$ cat config.mk
export PLATFORM = sky130hd
export DESIGN_NAME = mod_counter
export DESIGN_NICKNAME = d
export VERILOG_FILES = /design/src/rtl/mod_counter_pkg.sv /design/src/rtl/mod_counter_next.sv /design/src/rtl/mod_counter.sv
export SDC_FILE = /design/constraint.sdc
export NUM_CORES = 1
export LEC_CHECK = 0
export CELL_PAD_IN_SITES_DETAIL_PLACEMENT = 0
export CELL_PAD_IN_SITES_GLOBAL_PLACEMENT = 1
export CORE_ASPECT_RATIO = 0.8
export CORE_MARGIN = 10
export CORE_UTILIZATION = 35
export DETAILED_ROUTE_END_ITERATION = 10
export PLACE_DENSITY = 0.84
export SYNTH_ARGS = -nofsm -noshare
export SYNTH_HDL_FRONTEND = slang
export SYNTH_SLANG_ARGS = --single-unit
$ cat constraint.sdc
create_clock -name clk -period 2.8 [get_ports clk]
set_clock_uncertainty 0.2 [all_clocks]
set_input_delay 0.28 -clock clk [delete_from_list [all_inputs] [get_ports clk]]
set_output_delay 0.28 -clock clk [all_outputs]
set_load 0.005 [all_outputs]
$ cat src/rtl/mod_counter_pkg.sv
// Shared constants for the modulo counter: count direction and boundary mode.
package mod_counter_pkg;

    // Value of the 'up' input for each count direction
    localparam logic DIR_DOWN = 1'b0;
    localparam logic DIR_UP   = 1'b1;

    // Boundary behaviour selected by the SATURATE parameter
    localparam int MODE_WRAP = 0;
    localparam int MODE_SAT  = 1;

endpackage : mod_counter_pkg

$ cat src/rtl/mod_counter_next.sv
// Combinational next-count logic: computes the value the counter moves to on an
// enabled count, and whether that count hits the range boundary.
module mod_counter_next
    import mod_counter_pkg::*;
#(
    parameter int WIDTH    = 4,
    parameter int SATURATE = MODE_WRAP
) (
    input  logic [WIDTH-1:0] result,
    input  logic [WIDTH-1:0] limit,
    input  logic             up,
    output logic [WIDTH-1:0] next_result,
    output logic             boundary_event
);

    localparam bit SAT_MODE = (SATURATE == MODE_SAT);

    // Next value for an enabled count; boundary handling depends on the mode
    always_comb begin
        next_result    = result;
        boundary_event = 1'b0;
        if (limit == '0) begin
            // Degenerate single-value range: every count sits on the boundary
            boundary_event = 1'b1;
            next_result    = '0;
        end else if (up == DIR_UP) begin
            if (result < limit) begin
                next_result = result + WIDTH'(1);
            end else begin
                // At or above the limit (limit may have just been lowered)
                boundary_event = 1'b1;
                next_result    = SAT_MODE ? limit : '0;
            end
        end else begin
            if (result == '0) begin
                boundary_event = 1'b1;
                next_result    = SAT_MODE ? '0 : limit;
            end else if (result > limit) begin
                // Limit dropped below the count: pull back into range quietly
                next_result = limit;
            end else begin
                next_result = result - WIDTH'(1);
            end
        end
    end

endmodule : mod_counter_next

$ cat src/rtl/mod_counter.sv
// Parametrised up/down modulo counter with load, enable, wrap/saturate
// boundary handling, a terminal-count pulse and a sticky overflow flag.
module mod_counter
    import mod_counter_pkg::*;
#(
    parameter int          WIDTH     = 4,
    parameter int unsigned RESET_VAL = 0,
    parameter int          SATURATE  = MODE_WRAP
) (
    input  logic             clk,
    input  logic             rst,
    input  logic             en,
    input  logic             up,
    input  logic             load,
    input  logic [WIDTH-1:0] load_val,
    input  logic [WIDTH-1:0] limit,
    input  logic             clr_ovf,
    output logic [WIDTH-1:0] result,
    output logic             tc,
    output logic             ovf
);

    localparam logic [WIDTH-1:0] RESET_COUNT = WIDTH'(RESET_VAL);

    logic [WIDTH-1:0] result_reg;
    logic             tc_reg;
    logic             ovf_reg;

    logic [WIDTH-1:0] count_next;
    logic             boundary_event;
    logic [WIDTH-1:0] load_clamped;
    logic             count_boundary;

    mod_counter_next #(
        .WIDTH    (WIDTH),
        .SATURATE (SATURATE)
    ) u_next (
        .result         (result_reg),
        .limit          (limit),
        .up             (up),
        .next_result    (count_next),
        .boundary_event (boundary_event)
    );

    // Loaded values are clamped into the current count range
    assign load_clamped   = (load_val > limit) ? limit : load_val;
    // A boundary only counts when a count actually happens (load has priority)
    assign count_boundary = en && !load && boundary_event;

    // Count register and terminal-count pulse: load > enable > hold
    always_ff @(posedge clk or posedge rst) begin
        if (rst) begin
            result_reg <= RESET_COUNT;
            tc_reg     <= 1'b0;
        end else if (load) begin
            result_reg <= load_clamped;
            tc_reg     <= 1'b0;
        end else if (en) begin
            result_reg <= count_next;
            tc_reg     <= boundary_event;
        end else begin
            tc_reg     <= 1'b0;
        end
    end

    // Sticky overflow: a boundary event wins over a simultaneous clear
    always_ff @(posedge clk or posedge rst) begin
        if (rst) begin
            ovf_reg <= 1'b0;
        end else if (count_boundary) begin
            ovf_reg <= 1'b1;
        end else if (clr_ovf) begin
            ovf_reg <= 1'b0;
        end
    end

    assign result = result_reg;
    assign tc     = tc_reg;
    assign ovf    = ovf_reg;

endmodule : mod_counter

==> results.py <==
metrics = {
    "floorplan": {
        "core_mm2": 0.002140,
        "initial_utilization_pct": 36.43,
        "die_w_um": 72.76,
        "die_h_um": 62.21,
        "num_rows": 15,
        "io_pins": 20,
        "die_area_mm2": 0.004526,
    },
    "clocking": {
        "cts_htree_levels": 1,
        "clockBufferDepth": 2,
        "post_cts_resized": 0,
        "clkTransAtPathRegs_ns": 0.04,
        "clock_latency_ns": 0.24,
        "postCtsSetupBuffers": 0,
        "cts_tree": "done",
        "clock_sinks": 6,
        "cts_hold_buf": 0,
        "cts_made_buffers": 3,
        "cts_root_buf": "clkbuf_4",
    },
    "logic_synthesis": {
        "yosysWarnings": 0,
        "netlist_area_um2": 779.5,
        "synth_top_flop_cell": "dfrtp_1",
        "avgSynthCellArea_um2": 8.566,
        "synth_cell_type_count": 40,
        "synthesis.nets": 115,
        "synth-edff-count": 0,
        "ys_async_sr_fraction_pct": 100.0,
        "postSynthCellCount": 91,
        "synth-seq-cells": 6,
        "ys_seq_area_share_pct": 19.26,
    },
    "power_and_ir_drop": {
        "powerDensity_mw_per_mm2": 462.4,
        "ir_drop_uv": 371.6,
        "power.leakage_nw": 0.4889,
    },
    "sta": {
        "tns_ns": 0,
        "relSlewSlack_pct": 68.13,
        "tightest_slew_ns": 0.4763,
        "timing.fmax_mhz": 407.8,
        "setup_viol": 0,
        "finalWorstPathRequiredPeriod_ns": 2.452,
        "rsz0062_at_grt": "false",
        "layout_worst_path_cycle_share_pct": 87.59,
        "finalMaxSlewViolations": 0,
        "hold_violations": 0,
        "setup_ws_ns": 0.3475,
    },
    "grt": {
        "grt_pass1_wl_um": 3608,
        "grt_pass1_vias": 742,
        "grt_max_degree": 12,
        "grt_overflow": 0,
        "grt_use_total_pct": 9.836,
        "grt_antenna_before_repair": 0,
    },
    "setup_path": {
        "cp-start-kind": "input port",
        "worst-path-max-fanout": 4,
        "rr_startpoint": "result[0]$_DFFE_PP0P_",
        "cp-startpoint": "limit[1]",
        "cp-end-kind": "flip-flop",
        "required_ns": 2.73,
        "crit_arrival_ns": 2.38,
        "worstSetupPathType": "input port to flip-flop",
    },
    "layout": {
        "final_nets": 143,
        "largest_register_ffs": 4,
        "diodes": 0,
        "fin_area_mm2": 0.001057,
        "multi_input_area_um2": 586.8,
        "regArea_um2": 150.1,
        "fill_cells": 214,
        "area_growth_pct": 35.63,
        "drive_gt1_share_pct": 15.38,
    },
    "detailed_routing": {
        "viasPerCell": 5.549,
        "drt_first_pass_iters": 5,
        "drtAntennaViolNets": 0,
        "drc": 0,
        "drt-total-wl_um": 2219,
        "vias": 788,
        "drt_iter0_drc": 41,
        "detail_route.wl_per_cell_um": 15.63,
    },
    "placement": {
        "port-buffer-count": 19,
        "placedInstanceArea_mm2": 0.001035,
        "gp_congestion": 0.9021,
        "dpl.hpwl_um": 1872,
        "dp_slack_ns": 0.09169,
    },
    "job": {
        "maxCapViolCount": 0,
    },
    "worst_hold_path": {
        "hold_path_class": "input port to async pin",
    },
    "run_status": {
        "status": "finished, final reports clean",
    },
}
==> per-stage QoR <==
step	std cells	power [mW]	hold slack, ns	util (%)
floorplan	91	0.2947	-0.1290	-
global placement	139	0.4046	0.2583	48.36
detailed placement	139	0.4090	0.2640	48.36
CTS	142	0.4910	0.04310	49.42
global route	142	0.5317	0.06925	49.42
finish	142	0.4888	0.04863	49.42
==> critical path: stages <==
cell and delay, ns:
clkdlybuf4s50_1 0.52, inv_1 0.09, ha_1 0.31, nor2b_1 0.15, o211a_1 0.23, o211ai_2 0.18
mux2_4 0.31, a221o_1 0.31
==> synth_stat cells (3+ instances only) <==
cell type  instances  area, um^2
dfrtp_1            6       150.1
nor2b_1            3       18.77
nor2_1             5       18.77
nand2_1            6       22.52
inv_1              9       33.78
a21oi_1            6       30.03
mux2i_1            4       40.04
ha_1              10       125.1
==> cell families (layout without fill, tap and decap cells) <==
| kind of cell | Yosys count | in the layout | synth area share [%] |
|---|---|---|---|
| compound gates | 26 | 26 | 25.36 |
| xor+xnor | 2 | 2 | 2.248 |
| fa+ha+maj | 10 | 10 | 16.05 |
| buf+inv | 11 | 37 | 5.456 |
| flops | 6 | 6 | 19.26 |
| mux | 7 | 7 | 9.951 |
| simple gates | 29 | 29 | 21.67 |
==> where the power goes <==
group,switching [mW],internal (mW),total [mW]
clock network,0.0302,0.0484,0.0786
logic,0.126,0.151,0.277
registers,0.0315,0.102,0.133
total,0.188,0.301,0.489
==> final timing paths <==
kind                       slack (ns)                    end  cells after the start
setup / recovery                 0.35  result[0]$_DFFE_PP0P_                      8
hold / removal                   0.05           tc$_DFF_PP0_                      2
min in group clk                 0.27        ovf$_DFFE_PP0P_                      1
setup reg to reg                 0.51  result[0]$_DFFE_PP0P_                      7
hold reg to reg                  0.27        ovf$_DFFE_PP0P_                      1
max in group asynchronous        2.16  result[3]$_DFFE_PP0P_                      2
==> routing by layer <==
layer  GRT usage (%)  vias up  wire (um)
li1                -      401          -
met1           13.57      363       1082
met2           14.18       20       1003
met3           2.381        4         97
met4           3.555        0         36
met5               0        -          0
==> final cells by class <==
cell class	instances	share of cell area, %
Sequential cell	6	14.20
Tap cell	25	2.959
Clock buffer	3	2.130
Multi-Input combinational cell	74	55.50
Inverter	10	3.669
Timing Repair Buffer	24	21.54
==> placed cells by master (no fill, tap or decap), types with 2 or more instances in the layout <==
master,instances
mux2i_1,4
and2_1,2
dfrtp_1,6
nand2_1,6
nor2b_1,3
a21o_1,2
mux2_2,2
nor3_1,2
nand2_2,2
a31oi_1,2
and4_1,2
xnor2_1,2
clkdlybuf4s50_1,19
inv_1,9
nor2_1,5
buf_4,5
o211ai_1,2
a2111oi_0,2
clkbuf_4,3
a21oi_1,6
ha_1,10
Note: power is estimated with default switching activity, not from simulation.
